File: src/rtl/ttt_pkg.sv
// Shared opcodes, router FSM states and the event record passed through the event FIFO.
package ttt_pkg;

  localparam logic [3:0] OP_GOOD      = 4'b0000;
  localparam logic [3:0] OP_BAD       = 4'b0001;
  localparam logic [3:0] OP_TALLY     = 4'b1000;
  localparam logic [3:0] OP_COUNTDOWN = 4'b1001;

  typedef enum logic [1:0] {
    ST_IDLE = 2'd0,
    ST_LOAD = 2'd1,
    ST_EMIT = 2'd2
  } ttt_state_t;

  // A tally event is either a start (positive increments) or a stop (negative).
  typedef struct packed {
    logic is_start;
  } ttt_event_t;

  // Negative connection weights carry bad tokens.
  function automatic logic [3:0] polarity_op(input logic negative);
    return negative ? OP_BAD : OP_GOOD;
  endfunction

endpackage

File: src/rtl/ttt_event_fifo.sv
// Small synchronous show-ahead FIFO for tally events; a pop in the same cycle
// as a push to a full FIFO frees the slot, so the push is still accepted.
module ttt_event_fifo
  import ttt_pkg::*;
#(
  parameter int DEPTH = 4
) (
  input  logic       clock,
  input  logic       reset,
  input  logic       push,
  input  ttt_event_t push_data,
  input  logic       pop,
  output ttt_event_t pop_data,
  output logic       full,
  output logic       empty
);

  localparam int PW = (DEPTH > 1) ? $clog2(DEPTH) : 1;

  ttt_event_t       mem [DEPTH];
  logic [PW-1:0]    wr_ptr_reg;
  logic [PW-1:0]    rd_ptr_reg;
  logic [PW:0]      count_reg;
  logic             do_push;
  logic             do_pop;

  assign empty    = (count_reg == '0);
  assign full     = (count_reg == (PW+1)'(DEPTH));
  assign do_pop   = pop && !empty;
  assign do_push  = push && (!full || do_pop);
  assign pop_data = mem[rd_ptr_reg];

  always_ff @(posedge clock) begin
    if (do_push) begin
      mem[wr_ptr_reg] <= push_data;
    end
  end

  always_ff @(posedge clock) begin
    if (reset) begin
      wr_ptr_reg <= '0;
      rd_ptr_reg <= '0;
      count_reg  <= '0;
    end else begin
      if (do_push) begin
        wr_ptr_reg <= wr_ptr_reg + PW'(1);
      end
      if (do_pop) begin
        rd_ptr_reg <= rd_ptr_reg + PW'(1);
      end
      case ({do_push, do_pop})
        2'b10:   count_reg <= count_reg + (PW+1)'(1);
        2'b01:   count_reg <= count_reg - (PW+1)'(1);
        default: count_reg <= count_reg;
      endcase
    end
  end

endmodule

File: src/rtl/ttt_token_router.sv
// Fans each tally event out to every downstream processor with a non-zero
// connection weight, one registered beat per target over a valid/ready port.
module ttt_token_router
  import ttt_pkg::*;
#(
  parameter  int NUM_TARGETS = 4,
  parameter  int WEIGHT_BITS = 8,
  parameter  int FIFO_DEPTH  = 4,
  localparam int IDX_W       = (NUM_TARGETS > 1) ? $clog2(NUM_TARGETS) : 1
) (
  input  logic                   clock,
  input  logic                   reset,
  input  logic                   enable,
  input  logic                   token_valid,
  input  logic                   token_start,
  input  logic                   token_stop,
  input  logic                   cfg_we,
  input  logic [IDX_W-1:0]       cfg_addr,
  input  logic [WEIGHT_BITS-1:0] cfg_data,
  output logic                   out_valid,
  input  logic                   out_ready,
  output logic [IDX_W-1:0]       out_target,
  output logic [3:0]             out_instruction,
  output logic [WEIGHT_BITS-1:0] out_data,
  output logic                   overflow
);

  localparam logic signed [WEIGHT_BITS-1:0] W_MIN = {1'b1, {(WEIGHT_BITS-1){1'b0}}};
  localparam logic signed [WEIGHT_BITS-1:0] W_MAX = {1'b0, {(WEIGHT_BITS-1){1'b1}}};

  ttt_state_t                    state_reg;
  logic [IDX_W-1:0]              idx_reg;
  logic                          ev_start_reg;
  logic signed [WEIGHT_BITS-1:0] weight_reg [NUM_TARGETS];

  logic                          out_valid_reg;
  logic [IDX_W-1:0]              out_target_reg;
  logic [3:0]                    out_instruction_reg;
  logic [WEIGHT_BITS-1:0]        out_data_reg;
  logic                          overflow_reg;

  logic                          push_event;
  logic                          pop_event;
  ttt_event_t                    push_ev;
  ttt_event_t                    fifo_head;
  logic                          fifo_full;
  logic                          fifo_empty;

  logic [IDX_W-1:0]              next_idx;
  logic                          present_start;
  logic signed [WEIGHT_BITS-1:0] present_w;
  logic                          present_valid;
  logic [3:0]                    present_instr;
  logic [WEIGHT_BITS-1:0]        present_data;
  logic                          hold;
  logic                          last_idx;

  // Start adds |w| (clipped to the positive range), stop subtracts |w|.
  function automatic logic signed [WEIGHT_BITS-1:0] route_value(
    input logic signed [WEIGHT_BITS-1:0] w,
    input logic                          is_start
  );
    if (!is_start) begin
      return (w < 0) ? w : -w;
    end else if (w == W_MIN) begin
      return W_MAX;
    end else begin
      return (w < 0) ? -w : w;
    end
  endfunction

  assign push_event       = enable && token_valid && (token_start ^ token_stop);
  assign pop_event        = enable && (state_reg == ST_LOAD) && !fifo_empty;
  assign push_ev.is_start = token_start;

  ttt_event_fifo #(
    .DEPTH (FIFO_DEPTH)
  ) u_fifo (
    .clock     (clock),
    .reset     (reset),
    .push      (push_event),
    .push_data (push_ev),
    .pop       (pop_event),
    .pop_data  (fifo_head),
    .full      (fifo_full),
    .empty     (fifo_empty)
  );

  generate
    for (genvar gi = 0; gi < NUM_TARGETS; gi++) begin : g_weight
      always_ff @(posedge clock) begin
        if (reset) begin
          weight_reg[gi] <= '0;
        end else if (cfg_we && (cfg_addr == IDX_W'(gi))) begin
          weight_reg[gi] <= cfg_data;
        end
      end
    end
  endgenerate

  // The next target's weight is sampled only when it is latched into the
  // output registers, so later table writes never disturb a held beat.
  always_comb begin
    next_idx      = (state_reg == ST_LOAD) ? '0 : idx_reg + IDX_W'(1);
    present_start = (state_reg == ST_LOAD) ? fifo_head.is_start : ev_start_reg;
    present_w     = weight_reg[next_idx];
    present_valid = (present_w != '0);
    present_instr = polarity_op(present_w < 0);
    present_data  = route_value(present_w, present_start);
  end

  assign hold     = out_valid_reg && !out_ready;
  assign last_idx = (idx_reg == IDX_W'(NUM_TARGETS - 1));

  always_ff @(posedge clock) begin
    if (reset) begin
      state_reg           <= ST_IDLE;
      idx_reg             <= '0;
      ev_start_reg        <= 1'b0;
      out_valid_reg       <= 1'b0;
      out_target_reg      <= '0;
      out_instruction_reg <= OP_GOOD;
      out_data_reg        <= '0;
    end else if (enable) begin
      case (state_reg)
        ST_IDLE: begin
          if (!fifo_empty) begin
            state_reg <= ST_LOAD;
          end
        end
        ST_LOAD: begin
          ev_start_reg        <= fifo_head.is_start;
          idx_reg             <= next_idx;
          out_valid_reg       <= present_valid;
          out_target_reg      <= next_idx;
          out_instruction_reg <= present_instr;
          out_data_reg        <= present_data;
          state_reg           <= ST_EMIT;
        end
        ST_EMIT: begin
          if (!hold) begin
            if (last_idx) begin
              out_valid_reg <= 1'b0;
              state_reg     <= fifo_empty ? ST_IDLE : ST_LOAD;
            end else begin
              idx_reg             <= next_idx;
              out_valid_reg       <= present_valid;
              out_target_reg      <= next_idx;
              out_instruction_reg <= present_instr;
              out_data_reg        <= present_data;
            end
          end
        end
        default: state_reg <= ST_IDLE;
      endcase
    end
  end

  always_ff @(posedge clock) begin
    if (reset) begin
      overflow_reg <= 1'b0;
    end else if (push_event && fifo_full && !pop_event) begin
      overflow_reg <= 1'b1;
    end
  end

  assign out_valid       = out_valid_reg;
  assign out_target      = out_target_reg;
  assign out_instruction = out_instruction_reg;
  assign out_data        = out_data_reg;
  assign overflow        = overflow_reg;

endmodule

File: config.mk
export PLATFORM = sky130hd
export DESIGN_NAME = ttt_token_router
export DESIGN_NICKNAME = d
export VERILOG_FILES = /design/src/rtl/ttt_pkg.sv /design/src/rtl/ttt_event_fifo.sv /design/src/rtl/ttt_token_router.sv
export SDC_FILE = /design/constraint.sdc
export NUM_CORES = 1
export LEC_CHECK = 0
export BUFFER_PORTS_ARGS = -buffer_cell sky130_fd_sc_hd__buf_2
export CORE_AREA = 8 8 98 73
export DETAILED_ROUTE_END_ITERATION = 7
export DIE_AREA = 0 0 106 81
export GPL_ROUTABILITY_DRIVEN = 0
export PLACE_DENSITY = 0.78
export SETUP_SLACK_MARGIN = 0.02
export SYNTH_ARGS = -nofsm -noshare
export SYNTH_HDL_FRONTEND = slang
export SYNTH_HIERARCHICAL = 1
export SYNTH_SLANG_ARGS = --single-unit
File: constraint.sdc
create_clock -name clock -period 8 [get_ports clock]
set_clock_uncertainty 0.05 [all_clocks]
set_input_delay 0.4 -clock clock [delete_from_list [all_inputs] [get_ports clock]]
set_output_delay 0.4 -clock clock [all_outputs]
set_load 0.01 [all_outputs]
==> flow_summary.ini <==
[synth]
synth.distinct_cells = 58
ys_ff_latch = 61
synth_seq_area_share_pct = 49.2
yosysWarnings = 6
synth_cells = 304
yosysTopAreaCellShare_pct = 33.6
async_flop_share_pct = 0
synth.largest_area_cell = edfxtp_1
syn_area_sq_mm = 0.00322
synth-edff-count = 36
synth_ff_type = edfxtp_1
yosys-top-cells-area = edfxtp_1, dfxtp_1, and2_1
avgSynthCellArea_sq_um = 10.6

[routing]
dr_total_vias = 2244
viasPerCell = 5.43
antenna_left = 0
drcViolationCount = 0
drt-total-wl_um = 6480
routedWlPerCell_um = 15.7
firstDrtPassIters = 4
drt_iter0_markers = 154

[clock_tree]
cts_tree = done
cts_setup_buffers = 0
cts-root-buf = clkbuf_8
cts_buffers = 9
cts_buffer_depth = 2
clk_pin_slew_worst_paths_ns = 0.06
post_cts_resized = 0
cts_max_level = 3
clkLatencyLatePin_ns = 0.34
cts_num_sinks = 61
cts-hold-fix-buffers = 0

[floorplanning]
start_util_pct = 57.3
die_width_um = 106
io_pins = 34
rows = 23
chipHeight_um = 81
fp.coreArea_sq_mm = 0.00561
die-area_sq_mm = 0.00859

[worst_setup_path]
endpoint_kind = flip-flop
start_kind = flip-flop
path_class = flip-flop to flip-flop
worstPathArrival_ns = 3.17
critPathRequiredTime_ns = 8.18
reg2reg_from = out_target[0]
worst-path-max-fanout = 23
startpoint = out_target[0]

[place]
dp_hpwl_um = 4690
post-place-ws_ns = 5.03
io_buffer_count = 30

[timing]
maxSlewHeadroom_pct = 34.2
tns_ns = 0
fin_ws_ns = 5.01
fmax_mhz = 334
grt_setup_unrepaired = false
drv_slew = 0
final_hold_viol_count = 0
period_minus_slack_ns = 2.99
worst_pin_slew_ns = 0.980
fin_crit_sh_pct = 37.4
setup-violations-final = 0

[power]
ir_drop_mv = 0.110
power_density_mw_per_mm2 = 197
p_leak_nw = 1.36
power_w = 0.000697

[min_path]
hold_start = token_start
min_path_type = input port to flip-flop

[cells_and_area]
diodes = 0
area_delta_synth_final_pct = 10.1
fin_nets = 361
largest_register_ffs = 32
drive_gt1_share_pct = 20.7

[global_route]
grt_pass1_wl_um = 10900
grt_max_degree = 29
grt_usage_pct = 16.4
antenna_found_initial = 0
overflow = 0
grt_pass1_vias = 2154

[flow_run]
drv_cap = 0

[status]
status = finished, final reports clean
==> logic make-up after synthesis <==
family          synth area share, %
xor+xnor                       2.45
flops                          49.2
simple gates                   19.5
fa+ha+maj                      3.35
buf+inv                        5.33
other cells                   0.117
mux                            4.59
compound gates                 15.4
==> report_power, final <==
part           total (W)  internal (W)  switching, W
combinational  0.0000928     0.0000366     0.0000562
clock           0.000246      0.000137      0.000109
sequential      0.000358      0.000349    0.00000944
==> final timing paths <==
check                   to  slack [ns]  cells after the start
max reg2reg    out_data[7]        5.01                      9
min reg2reg       overflow        0.39                      2
min          u_fifo/mem[3]        0.28                      1
max            out_data[7]        5.01                      9
==> stage by stage <==
step	instance area, sq um	utilization, %	hold WS (ns)	cells
after floorplan	3220	-	0.400	306
after global placement	3370	60.1	0.381	399
after detailed placement	3370	60.1	0.387	399
after CTS	3540	63.1	0.262	413
after global routing	3540	63.1	0.256	413
final	3540	63.1	0.276	413
==> placed cells by master (no fill, tap or decap), drive strengths merged, types with 2 or more instances in the layout <==
cell	n
mux2i	11
clkinv	3
o21ai	15
buf	31
ha	7
dfxtp	25
a2bb2oi	3
xor2	5
o211ai	2
o221ai	7
inv	18
nand2b	4
conb	3
a211oi	2
a21oi	23
nor3	8
clkbuf	10
nor2b	3
nand3	15
a31o	3
a31oi	4
xnor2	4
and2	36
nor2	27
or3	2
edfxtp	36
nand2	13
==> worst max-delay path, cell delays in order (launching register included) <==
cell	delay, ns
dfxtp_1	0.67
ha_1	0.75
mux2i_1	0.28
nand3_1	0.11
o221ai_2	0.11
ha_1	0.24
nand2_1	0.09
nor2_1	0.20
a21oi_2	0.15
a22o_1	0.24
==> cells in the mapped netlist (all sizes together) (2+ instances only) <==
library cell	n
a211oi	2
clkbuf	4
inv	18
nand2	13
nand3	15
xor2	5
o21ai	15
o211ai	2
nand2b	4
edfxtp	36
a21oi	23
a31oi	4
and2	36
nor2	27
or3	2
o221ai	7
nor2b	3
dfxtp	25
ha	7
mux2i	11
xnor2	4
nor3	8
buf	9
a2bb2oi	3
a31o	3
==> cell type report <==
type | count | area (sq um)
fill | 449 | 2070
sequential | 61 | 1580
multi-input combinational | 214 | 1470
timing repair buffer | 31 | 158
clock buffer | 10 | 128
tap | 75 | 93.8
inverter | 18 | 67.6
clock inverter | 4 | 41.3
==> layer usage <==
metal	routed length, um	track usage [%]
met1	3030	21.6
met2	2850	23.7
met3	516	6.25
met4	83	6.85
met5	0	0
Power figures use the tool's default switching activity.
